[config.mk]
export PLATFORM = sky130hd
export DESIGN_NAME = i2c_slave_receiver
export DESIGN_NICKNAME = d
export VERILOG_FILES = /design/src/rtl/i2c_pkg.sv /design/src/rtl/i2c_line_sync.sv /design/src/rtl/i2c_slave_receiver.sv
export SDC_FILE = /design/constraint.sdc
export NUM_CORES = 1
export LEC_CHECK = 0
export ABC_AREA = 1
export ABC_CLOCK_PERIOD_IN_PS = 2700
export BUFFER_PORTS_ARGS = -buffer_cell sky130_fd_sc_hd__buf_2
export CORE_MARGIN = 3
export CORE_UTILIZATION = 45
export CTS_BUF_LIST = sky130_fd_sc_hd__clkbuf_16
export CTS_CLUSTER_SIZE = 24
export DETAILED_ROUTE_END_ITERATION = 6
export PLACE_DENSITY = 0.63
export SYNTH_ARGS = -nofsm -noshare
export SYNTH_HDL_FRONTEND = slang
export SYNTH_HIERARCHICAL = 1
export SYNTH_SLANG_ARGS = --single-unit
[constraint.sdc]
create_clock -name clk_i -period 2.7 [get_ports clk_i]
set_input_delay 0.405 -clock clk_i [delete_from_list [all_inputs] [get_ports clk_i]]
set_output_delay 0.405 -clock clk_i [all_outputs]
set_load 0.02 [all_outputs]
[src/rtl/i2c_pkg.sv]
// ---------------------------------------------------------------------------
// i2c_pkg
// Shared definitions for the I2C write-only target: receiver state encoding,
// address/byte widths and the default synchronizer depth.
// ---------------------------------------------------------------------------
package i2c_pkg;

  localparam int I2C_ADDR_W          = 7;
  localparam int I2C_BYTE_W          = 8;
  localparam int SYNC_STAGES_DEFAULT = 2;

  // Receiver protocol states
  typedef enum logic [2:0] {
    IDLE,
    ADDR,
    ADDR_ACK,
    DATA,
    DATA_ACK,
    IGNORE
  } i2c_state_e;

endpackage

[src/rtl/i2c_line_sync.sv]
// ---------------------------------------------------------------------------
// i2c_line_sync
// Brings one asynchronous bus line (SCL or SDA) into the system clock domain
// and reports its level and single-cycle edge strobes.
//
// Ports
//   clk_i    system clock
//   reset_i  synchronous active-high reset; all flops reset to 1 (idle bus)
//   line_i   raw asynchronous bus line
//   level_o  synchronized level (current sample)
//   rise_o   previous sample 0, current sample 1
//   fall_o   previous sample 1, current sample 0
// ---------------------------------------------------------------------------
module i2c_line_sync
  import i2c_pkg::*;
#(
  parameter int SYNC_STAGES = SYNC_STAGES_DEFAULT
) (
  input  logic clk_i,
  input  logic reset_i,
  input  logic line_i,
  output logic level_o,
  output logic rise_o,
  output logic fall_o
);

  logic [SYNC_STAGES-1:0] sync_q;
  logic                   hist_q;

  // Synchronizer chain followed by a history flop. Resetting to 1 matches an
  // idle bus so that releasing reset cannot fabricate an SDA fall under a
  // high SCL (a false START).
  always_ff @(posedge clk_i) begin
    if (reset_i) begin
      sync_q <= '1;
      hist_q <= 1'b1;
    end else begin
      sync_q <= {sync_q[SYNC_STAGES-2:0], line_i};
      hist_q <= sync_q[SYNC_STAGES-1];
    end
  end

  assign level_o = sync_q[SYNC_STAGES-1];
  assign rise_o  = ~hist_q &  level_o;
  assign fall_o  =  hist_q & ~level_o;

endmodule

[src/rtl/i2c_slave_receiver.sv]
// ---------------------------------------------------------------------------
// i2c_slave_receiver
// Single-address, write-only I2C target. Oversamples SCL/SDA, detects
// START/STOP, matches the 7-bit address, drives ACK and presents each
// received data byte in parallel with a one-cycle valid strobe.
//
// Ports
//   clk_i         system clock (at least 10x the SCL frequency)
//   reset_i       synchronous active-high reset
//   scl_i         bus clock, asynchronous
//   sda_i         bus data as read from the pad, asynchronous
//   sda_drive_o   1 = pull SDA low (open-drain enable), 0 = release
//   data_out_o    last received data byte (MSB first on the wire)
//   data_valid_o  one-cycle pulse when data_out_o updates
//   busy_o        high from address ACK until STOP, repeated START or reset
//   stop_seen_o   one-cycle pulse on every detected STOP
// ---------------------------------------------------------------------------
module i2c_slave_receiver
  import i2c_pkg::*;
#(
  parameter logic [I2C_ADDR_W-1:0] SLAVE_ADDR  = 7'h48,
  parameter int                    SYNC_STAGES = SYNC_STAGES_DEFAULT
) (
  input  logic                  clk_i,
  input  logic                  reset_i,
  input  logic                  scl_i,
  input  logic                  sda_i,
  output logic                  sda_drive_o,
  output logic [I2C_BYTE_W-1:0] data_out_o,
  output logic                  data_valid_o,
  output logic                  busy_o,
  output logic                  stop_seen_o
);

  logic sclLevel, sclRise, sclFall;
  logic sdaLevel, sdaRise, sdaFall;

  i2c_line_sync #(.SYNC_STAGES(SYNC_STAGES)) u_scl_sync (
    .clk_i   (clk_i),
    .reset_i (reset_i),
    .line_i  (scl_i),
    .level_o (sclLevel),
    .rise_o  (sclRise),
    .fall_o  (sclFall)
  );

  i2c_line_sync #(.SYNC_STAGES(SYNC_STAGES)) u_sda_sync (
    .clk_i   (clk_i),
    .reset_i (reset_i),
    .line_i  (sda_i),
    .level_o (sdaLevel),
    .rise_o  (sdaRise),
    .fall_o  (sdaFall)
  );

  i2c_state_e            state_q;
  logic [2:0]            bit_cnt_q;
  logic [I2C_BYTE_W-1:0] shift_q;
  logic [I2C_BYTE_W-1:0] shift_d;
  logic                  sda_drive_q;
  logic [I2C_BYTE_W-1:0] data_out_q;
  logic                  data_valid_q;
  logic                  busy_q;
  logic                  stop_seen_q;

  logic sclHighStable;
  logic startDet;
  logic stopDet;

  // SCL high in both prev and cur is "high now and not a rise this cycle".
  // Because this excludes any SCL edge, an SDA edge coinciding with an SCL
  // edge can never be taken for START/STOP.
  assign sclHighStable = sclLevel & ~sclRise;
  assign startDet      = sclHighStable & sdaFall;
  assign stopDet       = sclHighStable & sdaRise;

  // Shift register next value: new bit enters at the LSB, so the first bit
  // on the wire ends up as the MSB.
  always_comb begin
    shift_d = {shift_q[I2C_BYTE_W-2:0], sdaLevel};
  end

  // Protocol FSM. STOP and START take priority over everything else and
  // abandon whatever was in progress. In the two ACK states sda_drive_q
  // doubles as the phase flag: the first SCL fall pulls SDA low, the second
  // releases it and moves on to the next data byte.
  always_ff @(posedge clk_i) begin
    if (reset_i) begin
      state_q      <= IDLE;
      bit_cnt_q    <= 3'd0;
      shift_q      <= '0;
      sda_drive_q  <= 1'b0;
      data_out_q   <= '0;
      data_valid_q <= 1'b0;
      busy_q       <= 1'b0;
      stop_seen_q  <= 1'b0;
    end else begin
      data_valid_q <= 1'b0;
      stop_seen_q  <= stopDet;
      if (stopDet || startDet) begin
        state_q     <= stopDet ? IDLE : ADDR;
        bit_cnt_q   <= 3'd0;
        shift_q     <= '0;
        sda_drive_q <= 1'b0;
        busy_q      <= 1'b0;
      end else begin
        case (state_q)
          IDLE: begin
          end
          ADDR: begin
            if (sclRise) begin
              shift_q   <= shift_d;
              bit_cnt_q <= bit_cnt_q + 3'd1;
              // On the 8th bit, shift_q holds the 7 address bits and the
              // bit being sampled now is R/W.
              if (bit_cnt_q == 3'd7) begin
                if (shift_q[I2C_ADDR_W-1:0] == SLAVE_ADDR && !sdaLevel) begin
                  state_q <= ADDR_ACK;
                end else begin
                  state_q <= IGNORE;
                end
              end
            end
          end
          ADDR_ACK: begin
            if (sclFall) begin
              if (!sda_drive_q) begin
                sda_drive_q <= 1'b1;
                busy_q      <= 1'b1;
              end else begin
                sda_drive_q <= 1'b0;
                bit_cnt_q   <= 3'd0;
                state_q     <= DATA;
              end
            end
          end
          DATA: begin
            if (sclRise) begin
              shift_q   <= shift_d;
              bit_cnt_q <= bit_cnt_q + 3'd1;
              if (bit_cnt_q == 3'd7) begin
                state_q <= DATA_ACK;
              end
            end
          end
          DATA_ACK: begin
            if (sclFall) begin
              if (!sda_drive_q) begin
                sda_drive_q  <= 1'b1;
                data_out_q   <= shift_q;
                data_valid_q <= 1'b1;
              end else begin
                sda_drive_q <= 1'b0;
                bit_cnt_q   <= 3'd0;
                state_q     <= DATA;
              end
            end
          end
          IGNORE: begin
            sda_drive_q <= 1'b0;
          end
          default: begin
            state_q     <= IDLE;
            sda_drive_q <= 1'b0;
            busy_q      <= 1'b0;
          end
        endcase
      end
    end
  end

  assign sda_drive_o  = sda_drive_q;
  assign data_out_o   = data_out_q;
  assign data_valid_o = data_valid_q;
  assign busy_o       = busy_q;
  assign stop_seen_o  = stop_seen_q;

endmodule

# --- Yosys cells after proc, flatten, opt, wreduce, memory -nomap -nowiden ---
# Cells that the tools add are included.
op_classes:
  eq_ne: 19
  reduce_logical: 18
  addsub: 1
  bitwise: 18
  muxes: 20
ops:
  columns: ["op", "n"]
  rows:
  - ["$mux W3", 11]
  - ["$ne A3 B3 Y1 const B", 4]
  - ["$pmux W3 S4", 1]
  - ["$not A1 Y1", 11]
  - ["$eq A3 B3 Y1 const B", 3]
  - ["$ne A2 B1 Y1 const B", 4]
  - ["$reduce_and A4 Y1", 2]
  - ["$reduce_or A2 Y1", 4]
  - ["$and A1 B1 Y1", 7]
  - ["$eq A7 B7 Y1 const B", 1]
  - ["$reduce_and A7 Y1", 1]
  - ["$eq A3 B2 Y1 const B", 2]
  - ["$ne A3 B1 Y1 const B", 2]
  - ["$pmux W3 S2", 1]
  - ["$mux W1", 5]
  - ["$reduce_or A5 Y1", 1]
  - ["$ne A2 B2 Y1 const B", 2]
  - ["$pmux W1 S2", 2]
  - ["$reduce_and A2 Y1", 2]
  - ["$reduce_or A4 Y1", 1]
  - ["$add A3 B1 Y3 const B", 1]
  - ["$eq A3 B1 Y1 const B", 1]
  - ["$logic_not A3 Y1", 1]
  - ["$reduce_and A3 Y1", 1]
  - ["other kinds (5)", 5]
word_totals:
  input_bits: 4
  reg_bits: 32

# --- Depth between registers and ports, before layout ---
# Gate-level depths: netlist (run 1).
logic_depth:
  depth_word: 8
  ltp_mapped: 11

# --- Hierarchy ---
# Netlist (run 1), hierarchy kept.
modules_own_cells:
  columns: ["module", "n_inst", "cells_per_inst", "area_per_inst_um2"]
  rows:
  - ["i2c_slave_receiver", 1, 155, 1171.1]
  - ["i2c_line_sync", 2, 13, 97.6]

# --- Worst setup path before layout (run 1) ---
# OpenSTA, ideal clock, no wires.
synth_path:
  kind: "flip-flop to flip-flop"
  from: "register u_scl_sync.sync_q[1]"
  to: "register data_out_q[5] (netlist: data_out_o[5])"
  required_ns: 2.634
  path_stages_with_launch: 10
  synth_period_minus_slack_ns: 1.268
  arrival_time_ns: 1.202
  setup_slack_ns: 1.432
  cell_sequence: "dfxtp_1 -> inv_1 -> nor2_1 -> inv_1 -> nand2_1 -> nor2_2 -> nor3_4 -> buf_6 -> o21ai_2 -> a21oi_2"
synth_via:
  elab_chain_cells: 7
  word_cells_on_any_way: 10
  cone_classes: "bitwise: 8; reduce/logical: 2"
synth_lines:
  columns: ["item", "line", "text"]
  rows:
  - ["start: declaration", "i2c_line_sync.sv:27", "logic [SYNC_STAGES-1:0] sync_q;"]
  - ["start signal: assignment", "i2c_line_sync.sv:38", "sync_q <= {sync_q[SYNC_STAGES-2:0], line_i};"]
  - ["$and A1 B1 Y1 (*)", "i2c_line_sync.sv:44", "assign rise_o = ~hist_q & level_o;"]
  - ["named net sclRise", "i2c_slave_receiver.sv:35", "logic sclLevel, sclRise, sclFall;"]
  - ["$not A1 Y1 (*)", "i2c_slave_receiver.sv:73", "assign sclHighStable = sclLevel & ~sclRise;"]
  - ["$and A1 B1 Y1 (*)", "i2c_slave_receiver.sv:73", null]
  - ["$and A1 B1 Y1, on equally long branches", "i2c_slave_receiver.sv:75, i2c_slave_receiver.sv:74", null]
  - ["$logic_or A1 B1 Y1 (*)", "i2c_slave_receiver.sv:100", "if (stopDet || startDet) begin"]
  - ["$not A1 Y1 (no source line) (*)", null, null]
  - ["$reduce_and A4 Y1 (no source line) (*)", null, null]
  - ["end signal: assignment", "i2c_slave_receiver.sv:150", "data_out_q <= shift_q;"]
  - ["end: declaration", "i2c_slave_receiver.sv:61", "logic [I2C_BYTE_W-1:0] data_out_q;"]
# Mark *: on every way through the listed nets, which the timed path passes. The rest lies on a longest branch.
# A chain may end at the register's enable or synchronous reset.

# --- Final worst setup path (run 1) ---
layout_path:
  from: "register u_scl_sync.sync_q[1]"
  to: "register shift_q[4]"
layout_via:
  elab_chain_cells: 6
  word_cells_on_any_way: 8
  cone_classes: "bitwise: 5; reduce/logical: 3"
layout_lines:
  columns: ["item", "line", "text"]
  rows:
  - ["$and A1 B1 Y1 (*)", "i2c_line_sync.sv:44", null]
  - ["named net sclRise", "i2c_slave_receiver.sv:35", null]
  - ["$not A1 Y1", "i2c_slave_receiver.sv:73", null]
  - ["$and A1 B1 Y1", "i2c_slave_receiver.sv:73", null]
  - ["$and A1 B1 Y1, on equally long branches", "i2c_slave_receiver.sv:75, i2c_slave_receiver.sv:74", null]
  - ["$logic_or A1 B1 Y1", "i2c_slave_receiver.sv:100", null]
  - ["$reduce_or A2 Y1 (no source line)", null, null]
  - ["end signal: assignment", "i2c_slave_receiver.sv:112", "shift_q <= shift_d;"]
  - ["end signal: assignment", "i2c_slave_receiver.sv:139", "shift_q <= shift_d;"]
  - ["end: declaration", "i2c_slave_receiver.sv:58", "logic [I2C_BYTE_W-1:0] shift_q;"]
# Marked as above.

==> results of run 1 <==
==> registers in the layout, summed over array words and instances, names as in the netlist <==
register           flops
stop_seen_o            1
u_scl_sync/sync_q      2
busy_o                 1
u_scl_sync/hist_q      1
u_sda_sync/sync_q      2
sda_drive_o            1
data_out_o             8
u_sda_sync/hist_q      1
data_valid_o           1
bit_cnt_q              3
shift_q                8
state_q                3
==> area by class of cell <==
class | instances | area [sq um]
clock inverters | 3 | 38.8
clock buffers | 5 | 125
inverters | 29 | 109
well taps | 31 | 38.8
repair buffers | 15 | 75.1
fillers | 255 | 1210
multi-input cells | 117 | 593
flip-flops and latches | 32 | 641
==> through the flow <==
stage          area, sq um  setup WS, ns  cells
3_3_place_gp          1460          1.05    224
5_1_grt               1620         0.685    232
4_1_cts               1620         0.973    232
3_5_place_dp          1460         0.977    224
6_report              1620         0.974    232
2_1_floorplan         1370          1.43    181
==> critical path: stages, from the launching register on <==
cell	delay (ns)
dfxtp_1	0.34
inv_1	0.06
nor2_1	0.13
inv_1	0.10
nand2_1	0.09
nor2_2	0.07
nor2_1	0.48
inv_1	0.17
a211oi_1	0.20
==> kinds of logic (layout without fill, tap and decap cells) <==
family          after synthesis  after routing
fa+ha+maj                     2              2
flops                        32             32
buf+inv                      32             52
compound gates               39             39
simple gates                 76             76
==> routing by layer <==
metal	vias up	wire length, microns
met5	-	0
met4	0	87
met1	505	1240
met3	10	114
li1	611	-
met2	25	1100
==> power groups by stage <==
stage	registers [mW]	logic [mW]	clock network [mW]
after detailed placement	0.506	0.114	0
final	0.497	0.115	0.621
after global routing	0.499	0.132	0.653
after global placement	0.507	0.112	0
after CTS	0.497	0.115	0.636
after floorplan	0.508	0.0850	0
==> worst paths after layout <==
| check | from | slack [ns] | to | cells after the start |
|---|---|---|---|---|
| max reg2reg | u_scl_sync/sync_q[1] | 0.97 | shift_q[4] | 8 |
| max | u_scl_sync/sync_q[1] | 0.97 | shift_q[4] | 8 |
| min | scl_i | 0.30 | u_scl_sync/sync_q[0] | 3 |
| min reg2reg | u_scl_sync/sync_q[0] | 0.41 | u_scl_sync/sync_q[1] | 2 |
==> cells in the final DEF, fill, tap and decap left out, types with 2 or more instances in the layout <==
master      n
o21ai_0    13
nand2_1    36
dfxtp_1    32
a21oi_1    15
inv_2       2
a21oi_2     2
nand3_1     6
buf_2      15
nand2_2     4
clkbuf_16   5
a22oi_1     2
inv_1      28
o21ai_2     2
nor2_1     24
ha_1        2
o21ai_1     3
==> qor.yml, run 1 <==
status: "completed"
crit_path_end_kind: "register"
worst-endpoint-arrival_ns: 1.92
power_density_nw_per_um2: 762
tns_ns: 0
io_pins: 16
grt_max_degree: 19
clk_path_buf_depth: 2
cp.required_ns: 2.89
hpwl_mm: 1.88
wirelength_mm: 2.55
num_rows: 19
synth_mux_area_frac: 0
yosysSeqAreaShare: 0.469
syn_inst: 181
fin_crit_ns: 1.73
initial_utilization: 0.483
yosys_warnings: 6
synth-seq-cells: 32
area_growth_pct: 18.6
power_frac_clock: 0.503
nets: 206
dieArea_sq_um: 3730
cts_buffers: 5
htree_num_levels: 2
switching_power_mw: 0.285
finalClockSkew_ns: 0.00447
clockRootBuffer: "clkbuf_16"
dr.pass1.iters: 7
synth_simple_gate_area_share: 0.255
rsz0062_at_grt: "false"
cts_tree: "built"
routedWlPerCell_microns: 11.0
ys_types: 25
cts_resized: 0
first_iter_violations: 75
period_share: 0.639
vdd_ir_drop_max_mv: 0.398
yosysMostFrequentCell: "nand2_1"
die_x_microns: 61.1
synth_top_cell_by_area: "dfxtp_1"
grt_most_used_layer: "met2"
vias: 1151
drv_cap: 0
core_sq_um: 2830
cp_max_fo: 11
cts_num_sinks: 32
diodes: 0
p_seq_frac: 0.403
synth_top_area_frac: 0.469
syn_area_per_cell_sq_um: 7.55
finalHoldWorstSlack_ns: 0.296
grt.overflow.total: 0
synth-adder-area-share: 0.0183
synth_area_leaders: "dfxtp_1, nand2_1, inv_1"
pwr-share-comb: 0.094
fin_util: 0.573
grt_first_pass_wirelength_mm: 4.44
ant_nets: 0
ys.flop_type: "dfxtp_1"
synth-compound-area-share: 0.161
criticalPathCategory: "register to register"
numPortBuffers: 15
clock_latency_ns: 0.28
synth_area_sq_um: 1370
grt_pass1_vias: 1036
vias_per_cell: 4.96
grt_usage: 0.165
critPathLaunchType: "register"
p_leak_nw: 0.788
synth_edf_count: 0
antenna_found_initial: 0
final-max-slew-violation-count: 0
synth_top_family_by_area: "simple AND/OR/NAND/NOR gates"
switching_share: 0.231
syn_nets: 187
yosys-top-cells-count: "nand2_1, dfxtp_1, inv_1, nor2_1, a21oi_1"
fp.dieH_microns: 61.1
hold_buffers: 0
grt.met1_usage: 0.210
hold_viol: 0
cts_setup_buffers: 0
drive_gt1_frac: 0.184
synth-async-reset-ratio: 0
p_int_mw: 0.949
met2_usage: 0.239
max-slew-margin-rel: 0.592
use_met3: 0.0503
hp-class: "input pin to register"
synthXorXnorAreaFrac: 0
drc: 0
power_mw: 1.23
setup_viol: 0
worst_pin_slew_ns: 0.610
clk_pin_slew_worst_paths_ns: 0.05
gp_congestion: 0.871
clock.fmax_ghz: 0.579
No activity file was read; power rests on OpenSTA's default activity.
==> run 2, diff against run 1 <==
--- a/config.mk
+++ b/config.mk
@@ -6,7 +6,7 @@
 export NUM_CORES = 1
 export LEC_CHECK = 0
 export ABC_AREA = 1
-export ABC_CLOCK_PERIOD_IN_PS = 2700
+export ABC_CLOCK_PERIOD_IN_PS = 1700
 export BUFFER_PORTS_ARGS = -buffer_cell sky130_fd_sc_hd__buf_2
 export CORE_MARGIN = 3
 export CORE_UTILIZATION = 45
==> constraint.sdc (replaced) <==
create_clock -name clk_i -period 1.7 [get_ports clk_i]
set_input_delay 0.255 -clock clk_i [delete_from_list [all_inputs] [get_ports clk_i]]
set_output_delay 0.255 -clock clk_i [all_outputs]
set_load 0.02 [all_outputs]
==> run 2 against run 1 <==
Clock-buffer cell count unchanged. Largest cell class unchanged. Final cell count up 1.3%. Maximum frequency up 17%. Global-route usage up 0.15 points. Sequential share of layout area about the same. Power up 46%. Wire length down 0.43%. First-iteration DRC count up 19%. Clock skew about the same. Sequential power up 59%. Critical endpoint is now data_out_o[0]. Setup slack worse by 0.75 ns.
==> qor.yml, run 2 (same netlist as run 1, synthesis figures left out) <==
num_rows: 19
cts_setup_buffers: 0
dp.cells: 227
core_sq_um: 2830
nets: 209
power_density_nw_per_um2: 1110
power_mw: 1.81
critical_path.cell_chain: "inv_1, nor2_1, inv_1, nand2_1, nor2_2, nor3_4, buf_4, o21ai_0, a21oi_1"
p_leak_nw: 0.787
ant_nets: 0
cp_max_fo: 14
vias: 1156
fp.dieH_microns: 61.1
timing.rr.start: "u_scl_sync/sync_q[1]"
diodes: 0
numPortBuffers: 15
routedWlPerCell_microns: 10.8
finalHoldWorstSlack_ns: 0.155
cts_buffers: 5
clk_path_buf_depth: 2
reg2regPathDepth: 9
finalClockSkew_ns: 0.00440
hold_depth: 3
tns_ns: 0
fin_util: 0.573
gp_congestion: 0.844
rsz0062_at_grt: "false"
reg2reg_to: "data_out_o[0]"
setup_viol: 0
clk_pin_slew_worst_paths_ns: 0.05
first_iter_violations: 89
cts_num_sinks: 32
hpwl_mm: 1.90
drv_cap: 0
multi_input_area_sq_um: 596
final_cell_mix: "nand2_1, dfxtp_1, inv_1"
crit_path_end_kind: "register"
area_growth_pct: 18.7
io_pins: 16
grt_usage: 0.166
period_share: 0.866
final-max-slew-violation-count: 0
critPathLaunchType: "register"
worst-endpoint-arrival_ns: 1.63
initial_utilization: 0.483
regArea_sq_um: 641
vias_per_cell: 4.92
clockRootBuffer: "clkbuf_16"
grt_pass1_vias: 1008
reg2reg_slack_ns: 0.23
slowest_delay_ns: 0.32
status: "completed"
critPathMostFrequentCell: "inv_1"
hold_viol: 0
grt_first_pass_wirelength_mm: 4.52
die_x_microns: 61.1
max-slew-margin-rel: 0.808
drive_gt1_frac: 0.196
final_cell_count_no_fill: 235
dr.pass1.iters: 4
clock.fmax_ghz: 0.679
cts_tree: "built"
worstHoldEndpoint: "u_sda_sync/sync_q[0]"
worst_pin_slew_ns: 0.288
clock_latency_ns: 0.27
fin_crit_ns: 1.47
wirelength_mm: 2.53
drc: 0
grt_max_degree: 15
hold_buffers: 0
mostFrequentLayoutCell: "nand2_1"
min-delay-start: "sda_i"
dieArea_sq_um: 3730
criticalPathCategory: "register to register"
antenna_found_initial: 0
cp_slowest_cell: "dfxtp_1"
cp.required_ns: 1.86
grt.overflow.total: 0
vdd_ir_drop_max_mv: 0.734
n_fill_cell: 264
hp-class: "input pin to register"
htree_num_levels: 2
-- run 2: layout make-up --
type | count | share of cell area
Inverter | 29 | 0.0671
Clock inverter | 3 | 0.00926
Sequential cell | 32 | 0.395
Multi-Input combinational cell | 117 | 0.367
Clock buffer | 5 | 0.0772
Timing Repair Buffer | 18 | 0.0602
Tap cell | 31 | 0.0239
-- run 2: repair_timing --
action	CTS	global route
endpoints found under the setup margin	0	2
endpoints found under the hold margin	0	0
resized for setup	0	1
-- run 2: worst max-delay path by stage --
stage,from,to,slack [ns],depth (start not counted)
final,u_scl_sync/sync_q[1],data_out_o[0],0.23,9
after CTS,u_scl_sync/sync_q[1],shift_q[4],0.21,9
after floorplan,u_scl_sync/sync_q[1],data_out_o[5],0.43,9
after global placement,u_scl_sync/sync_q[1],data_out_o[0],0.31,9
after detailed placement,u_scl_sync/sync_q[1],shift_q[4],0.23,9
after global routing,u_scl_sync/sync_q[1],data_out_o[4],0.03,9
-- run 2: critical path: cells and delay by family, from the launching register on --
| family | cells | cell delay (ns) |
|---|---|---|
| buffers and inverters | 3 | 0.36 |
| AND/OR/NAND/NOR | 4 | 0.45 |
| flip-flops | 1 | 0.32 |
| AO/OA/AOI/OAI | 2 | 0.24 |
-- run 2: stage by stage --
| stage | cell area (sq um) | setup WS [ns] |
|---|---|---|
| floorplan | 1370 | 0.432 |
| finish | 1620 | 0.227 |
| global route | 1620 | 0.0298 |
| detailed placement | 1480 | 0.230 |
| global placement | 1480 | 0.309 |
| CTS | 1620 | 0.208 |
-- run 2: routing by layer --
layer  track usage  wire, microns  share of wire  up-vias
li1              -              -              -      622
met1         0.230           1250           0.49      514
met2         0.224           1140           0.45       16
met3        0.0440            105          0.041        4
met4         0.115             42          0.017        0
met5             0              0              0        -
-- run 2: where the power goes --
group / switching [mW] / total (mW) / internal, mW
Sequential: 0.0182 / 0.790 / 0.771
Clock: 0.302 / 0.832 / 0.530
Combinational: 0.126 / 0.184 / 0.0581
Total: 0.446 / 1.81 / 1.36
